===== config.mk =====
export PLATFORM = sky130hd
export DESIGN_NAME = div_hilo_ctrl
export DESIGN_NICKNAME = d
export VERILOG_FILES = /design/src/rtl/div_hilo_ctrl_pkg.sv /design/src/rtl/div_hilo_ctrl.sv
export SDC_FILE = /design/constraint.sdc
export NUM_CORES = 1
export LEC_CHECK = 0
export ABC_AREA = 1
export CAP_MARGIN = 20
export CORE_MARGIN = 2
export CORE_UTILIZATION = 35
export DETAILED_ROUTE_END_ITERATION = 16
export PLACE_DENSITY = 0.71
export SYNTH_ARGS = -nofsm -noshare
export SYNTH_HDL_FRONTEND = slang
export SYNTH_SLANG_ARGS = --single-unit

===== constraint.sdc =====
create_clock -name clk -period 6.65 [get_ports clk]
set_input_delay 1.33 -clock clk [delete_from_list [all_inputs] [get_ports clk]]
set_output_delay 1.33 -clock clk [all_outputs]
set_load 0.05 [all_outputs]

===== src/rtl/div_hilo_ctrl_pkg.sv =====
// Shared definitions for the EX-stage divide / HI-LO controller.
package div_hilo_ctrl_pkg;

  localparam int unsigned DATA_W_DEF = 32;

  localparam logic [2:0] OP_NOP  = 3'd0;
  localparam logic [2:0] OP_DIV  = 3'd1;
  localparam logic [2:0] OP_DIVU = 3'd2;
  localparam logic [2:0] OP_MTHI = 3'd3;
  localparam logic [2:0] OP_MTLO = 3'd4;
  localparam logic [2:0] OP_MFHI = 3'd5;
  localparam logic [2:0] OP_MFLO = 3'd6;

  typedef enum logic [1:0] {
    ST_IDLE,
    ST_REQ,
    ST_WAIT,
    ST_DONE
  } state_e;

  function automatic logic op_is_div(input logic [2:0] op);
    return (op == OP_DIV) || (op == OP_DIVU);
  endfunction

  function automatic logic op_is_hilo(input logic [2:0] op);
    return (op >= OP_DIV) && (op <= OP_MFLO);
  endfunction

endpackage


===== src/rtl/div_hilo_ctrl.sv =====
// Issues DIV/DIVU to the iterative divider, stalls EX until the result returns,
// and owns the architectural HI/LO registers (MTHI/MTLO/MFHI/MFLO).
module div_hilo_ctrl
  import div_hilo_ctrl_pkg::*;
#(
  parameter int unsigned DATA_W = DATA_W_DEF
) (
  input  logic              clk,
  input  logic              reset,
  input  logic              ex_valid,
  input  logic [2:0]        ex_op,
  input  logic [DATA_W-1:0] ex_src_a,
  input  logic [DATA_W-1:0] ex_src_b,
  input  logic              ex_flush,
  output logic              ex_stall,
  output logic [DATA_W-1:0] hilo_rdata,
  output logic [DATA_W-1:0] hi,
  output logic [DATA_W-1:0] lo,
  output logic              busy,
  output logic              div_valid,
  output logic              div_signed,
  output logic [DATA_W-1:0] div_x,
  output logic [DATA_W-1:0] div_y,
  input  logic              div_ready,
  input  logic              div_res_valid,
  input  logic [DATA_W-1:0] div_quot,
  input  logic [DATA_W-1:0] div_rem
);

  state_e            state_q, state_d;
  logic              kill_q, kill_d;
  logic              valid_q, valid_d;
  logic              sgn_q, sgn_d;
  logic [DATA_W-1:0] hi_q, hi_d;
  logic [DATA_W-1:0] lo_q, lo_d;
  logic [DATA_W-1:0] x_q, x_d;
  logic [DATA_W-1:0] y_q, y_d;
  logic              live;
  logic              mt_ok;

  always_ff @(posedge clk or posedge reset) begin
    if (reset) begin
      state_q <= ST_IDLE;
      kill_q  <= 1'b0;
      valid_q <= 1'b0;
      sgn_q   <= 1'b0;
      hi_q    <= '0;
      lo_q    <= '0;
      x_q     <= '0;
      y_q     <= '0;
    end else begin
      state_q <= state_d;
      kill_q  <= kill_d;
      valid_q <= valid_d;
      sgn_q   <= sgn_d;
      hi_q    <= hi_d;
      lo_q    <= lo_d;
      x_q     <= x_d;
      y_q     <= y_d;
    end
  end

  always_comb begin
    state_d  = state_q;
    kill_d   = kill_q;
    sgn_d    = sgn_q;
    hi_d     = hi_q;
    lo_d     = lo_q;
    x_d      = x_q;
    y_d      = y_q;
    live     = ex_valid && !ex_flush;
    ex_stall = live && ((state_q == ST_REQ) || (state_q == ST_WAIT) ||
                        ((state_q == ST_IDLE) && op_is_div(ex_op)) ||
                        (kill_q && op_is_hilo(ex_op)));
    mt_ok    = live && !ex_stall && ((state_q == ST_IDLE) || (state_q == ST_DONE));

    if (mt_ok && (ex_op == OP_MTHI)) hi_d = ex_src_a;
    if (mt_ok && (ex_op == OP_MTLO)) lo_d = ex_src_a;

    case (state_q)
      ST_IDLE: begin
        if (live && op_is_div(ex_op)) begin
          state_d = ST_REQ;
          x_d     = ex_src_a;
          y_d     = ex_src_b;
          sgn_d   = (ex_op == OP_DIV);
        end
      end
      ST_REQ: begin
        // The request cannot be withdrawn; a flush only marks its result for discard.
        if (ex_flush) kill_d = 1'b1;
        if (div_ready) state_d = ST_WAIT;
      end
      ST_WAIT: begin
        if (div_res_valid) begin
          if (kill_q) begin
            kill_d  = 1'b0;
            state_d = ST_IDLE;
          end else begin
            hi_d    = div_rem;
            lo_d    = div_quot;
            state_d = ST_DONE;
          end
        end else if (ex_flush) begin
          kill_d = 1'b1;
        end
      end
      ST_DONE: state_d = ST_IDLE;
      default: state_d = ST_IDLE;
    endcase

    valid_d = (state_d == ST_REQ);
  end

  assign hilo_rdata = (ex_op == OP_MFHI) ? hi_q :
                      (ex_op == OP_MFLO) ? lo_q : '0;
  assign hi         = hi_q;
  assign lo         = lo_q;
  assign busy       = (state_q != ST_IDLE);
  assign div_valid  = valid_q;
  assign div_signed = sgn_q;
  assign div_x      = x_q;
  assign div_y      = y_q;

endmodule


; Word level (Yosys, flattened, before mapping)
; Cells that the tools add are included.
[classes]
magnitude_cmp = 2
eq_ne = 10
mux = 18
n_reduce_logical = 21
[ops]
columns = operator, n
row1 = 32-bit 2-to-1 mux, 10
row2 = 1-bit logical AND, 10
row3 = "3-bit equality test, second input constant", 3
row4 = 2-bit 2-to-1 mux, 4
row5 = 2-bit one-hot mux with 4 select lines, 1
row6 = "3-bit by 2-bit equality test with 1-bit output, second input constant", 2
row7 = 1-bit logical OR, 5
row8 = "2-bit by 1-bit equality test with 1-bit output, second input constant", 2
row9 = "2-bit equality test, second input constant", 2
row10 = 2-bit nonzero test, 2
row11 = "3-bit by 1-bit equality test with 1-bit output, second input constant", 1
row12 = "3-bit by 1-bit greater-or-equal comparator with 1-bit output, second input constant", 1
row13 = "3-bit less-or-equal comparator, second input constant", 1
row14 = 1-bit logical NOT, 2
row15 = 2-bit logical NOT, 1
row16 = 1-bit 2-to-1 mux, 2
row17 = 1-bit one-hot mux with 2 select lines, 1
row18 = 2-bit AND reduction, 1
[totals]
regBits = 133
out_inout_bits = 164
word_cells = 59

; Logic depth before layout (Yosys ltp)
[logic_depth]
ltp_word = 14
ltp_mapped = 10
ltp_nobuf = 9

; Least setup slack after synthesis
; Ideal clock, no wire load.
[synth_timing]
path_kind = input port to output port
start = input port ex_op[1]
end = output port hilo_rdata[10]
t_arrival_ns = 2.523
required_time_ns = 5.320
setup_slack_ns = 2.797
path_stages = 4
path_cell_list = inv_1 > nand3_1 > clkbuf_1 > o22ai_1
[synth_between]
elab_chain_len = 3
[synth_lines]
columns = item, line
row1 = start: declaration, div_hilo_ctrl.sv:11  ; input logic [2:0] ex_op,
row2 = 3-bit equality test, div_hilo_ctrl.sv:116  ; (ex_op == OP_MFLO) ? lo_q : '0;
row3 = 32-bit 2-to-1 mux, div_hilo_ctrl.sv:116
row4 = 32-bit 2-to-1 mux (*), div_hilo_ctrl.sv:115  ; assign hilo_rdata = (ex_op == OP_MFHI) ? hi_q :
row5 = end: declaration, div_hilo_ctrl.sv:16  ; output logic [DATA_W-1:0] hilo_rdata,
; Mark *: on every way between the ends. The rest lies on a longest branch, timed or not.

; Final worst setup path
[layout_timing]
start = input port ex_op[2]
end = output port hilo_rdata[17]
; Same word-level chain as after synthesis.

==> results.json <==
{
  "status": "finished, final reports clean",
  "crit_arrival_ps": 4040,
  "htreeDepth": 4,
  "cts-resized-gates": 0,
  "fillerInstances": 1749,
  "synth_edf_count": 0,
  "crit_type": "in -> out",
  "synth_top_family_by_area": "simple AND/OR/NAND/NOR gates",
  "fmax_mhz": 186,
  "critPathRequiredTime_ps": 5320,
  "met2_usage_pct": 39.6,
  "combPwrFrac_pct": 58.2,
  "grt_util_met3_pct": 8.39,
  "slew-limit-headroom_pct": 30.2,
  "fin_hold_ws_ps": 469,
  "tightest_slew_ps": 1040,
  "finalWirelength_mm": 24.2,
  "cts.root.buffer_cell": "clkbuf_16",
  "ys_seq_area_share_pct": 50.8,
  "start_util_pct": 35.4,
  "synth-seq-cells": 133,
  "p_sw_share_pct": 50.3,
  "dr.pass1.iters": 4,
  "r2r_slack_ps": 3740,
  "grt_pass1_vias": 6679,
  "layout-drive-gt1-share_pct": 4.67,
  "ir_drop_uv": 279,
  "drt_iter0_drc": 472,
  "cts_hold_buf": 0,
  "nets": 1262,
  "max_stage_delay_ps": 870,
  "leakagePower_nw": 5.00,
  "rsz0062_at_grt": "no",
  "setup-tns-final_ps": 0,
  "maxCapViolCount": 0,
  "num_vias": 6858,
  "power.internal_mw": 2.97,
  "seq_power_share_pct": 24.2,
  "grt_start_max_net_pins": 91,
  "portBuffers": 300,
  "postSynthCellCount": 856,
  "cts_setup_buffers": 0,
  "crit_start": "ex_op[2]",
  "min_from": "div_y[28]",
  "ant_nets": 0,
  "cp-start-kind": "primary input",
  "hold_viol": 0,
  "drt_drc_violations_left": 0,
  "cts_made_buffers": 17,
  "ys_warn_count": 0,
  "top_usage_layer": "met2",
  "die_w_um": 141,
  "avgSynthCellArea_sq_um": 7.66,
  "synth_compound_area_share_pct": 6.30,
  "slew_viol_final": 0,
  "clk_latency_ps": 430,
  "area_delta_synth_final_pct": 57.1,
  "rr_worst_depth": 7,
  "diodes": 0,
  "fin_util_pct": 55.6,
  "end_kind": "output pin",
  "r2r-end": "div_x[12]",
  "muxShareOfSynthArea_pct": 0,
  "synth_fa_ha_area_share_pct": 0.572,
  "yosysUniqueCellTypes": 20,
  "cts_buffer_depth": 2,
  "syn-num-nets": 996,
  "viasPerCell": 5.01,
  "grt_overflow": 0,
  "crit_chain": "clkdlybuf4s50_1, nand3_2, o22ai_1, clkdlybuf4s50_1",
  "die_area_sq_um": 19800,
  "cts_tree": "built",
  "synth_area_sq_um": 6560,
  "hpwl_mm": 16.1,
  "synth-simple-area-share_pct": 31.5,
  "pwr-share-clk_pct": 17.5,
  "clock_sinks": 133,
  "fp.dieH_um": 141,
  "clkTransAtPathRegs_ps": 60,
  "power.switching_mw": 3.00,
  "critPathMostFrequentCell": "clkdlybuf4s50_1",
  "antenna_found_initial": 0,
  "coreArea_sq_um": 18500,
  "synth-xor-area-share_pct": 0,
  "power.density_nw_per_um2": 579,
  "fin_crit_sh_pct": 80.7,
  "critPathMaxFanout": 32,
  "num_rows": 50,
  "fin_worst_skew_ps": 8.46,
  "synth_top_flop_cell": "dfrtp_1",
  "gp_congestion": 0.837,
  "grt_pass1_wl_mm": 37.3,
  "setup.worst_path.end": "hilo_rdata[17]",
  "fin_crit_ps": 5370,
  "crit_slowest_cell": "clkdlybuf4s50_1",
  "track_usage_pct": 24.4,
  "wl_per_cell_um": 17.7,
  "setup-violations-final": 0,
  "r2r-start": "state_q[1]",
  "hold_class": "reg -> reg",
  "gr-usage-met1_pct": 30.3,
  "io_pins": 301,
  "async_flop_share_pct": 100
}
metal layers:
layer	wire length [um]	share of wire, %	vias to the layer above
li1	-	-	3284
met1	10100	42	3236
met2	11300	47	298
met3	2250	9.3	40
met4	571	2.4	0
met5	0	0	-
cell families (layout without fill, tap and decap cells):
kind of cell / Yosys count / in the layout
AND/OR/NAND/NOR: 475 / 475
buffers and inverters: 172 / 451
flip-flops: 133 / 133
AO/OA/AOI/OAI: 73 / 73
adder cells (fa/ha/maj): 3 / 3
sequential cells by signal, summed over array words and instances, names as in the netlist:
name / count
div_signed: 1
div_valid: 1
div_x: 32
div_y: 32
hi: 32
kill_q: 1
lo: 32
state_q: 2
area by class of cell:
type	count	area (sq um)	share of cell area [%]
Inverter	113	429	4.17
Timing Repair Buffer	306	3050	29.6
Sequential cell	133	3330	32.3
Tap cell	234	293	2.84
Multi-Input combinational cell	551	2550	24.8
Clock inverter	10	168	1.63
Clock buffer	22	484	4.70
critical path: cells and delay by family:
kind	cells	cell delay, ps
simple gates	1	720
compound gates	1	480
buf+inv	2	1500
cell usage after synthesis, types with 7 or more instances:
master	count	share of area, %
nand2_1	329	19
dfrtp_1	133	51
inv_1	110	6.3
nand3_1	69	5.3
nand4_1	65	6.2
o21ai_0	36	2.7
o22ai_1	34	3.2
clkbuf_1	32	1.8
buf_1	10	0.57
buf_2	10	0.76
buf_6	7	1.2
nor2_1	7	0.40
worst min path at each step:
| stage | to | slack, ps | depth (start not counted) |
|---|---|---|---|
| floorplan | kill_q | 560 | 3 |
| global placement | div_y[11] | 450 | 2 |
| detailed placement | div_y[28] | 460 | 2 |
| CTS | div_y[28] | 470 | 2 |
| global route | div_y[15] | 490 | 2 |
| finish | div_y[28] | 470 | 2 |
stage by stage:
| step | power [mW] | instance area (sq um) | worst slack, ps | std cells |
|---|---|---|---|---|
| after floorplan | 3.73 | 6560 | 1770 | 856 |
| after global placement | 4.91 | 9650 | 1370 | 1337 |
| after detailed placement | 4.93 | 9650 | 1300 | 1337 |
| after CTS | 6.00 | 10300 | 1300 | 1369 |
| after global routing | 6.26 | 10300 | 1190 | 1369 |
| final | 5.97 | 10300 | 1280 | 1369 |
power by group through the flow:
| stage | combinational [mW] | clock [mW] | sequential, mW |
|---|---|---|---|
| after floorplan | 0.881 | 0 | 2.85 |
| after global placement | 3.47 | 0 | 1.44 |
| after detailed placement | 3.48 | 0 | 1.45 |
| after CTS | 3.49 | 1.06 | 1.45 |
| after global routing | 3.68 | 1.09 | 1.49 |
| final | 3.48 | 1.05 | 1.45 |
layout by cell type, fill, tap and decap left out, types with 5 or more instances in the layout:
cell | Yosys | routed
nand2_1 | 329 | 329
clkdlybuf4s50_1 | 0 | 300
dfrtp_1 | 133 | 133
inv_1 | 110 | 107
nand3_1 | 69 | 67
nand4_1 | 65 | 65
o21ai_0 | 36 | 36
o22ai_1 | 34 | 34
clkbuf_16 | 0 | 17
buf_4 | 0 | 6
inv_2 | 3 | 5
nor2_4 | 2 | 5
(Power assumes the default switching activity.)
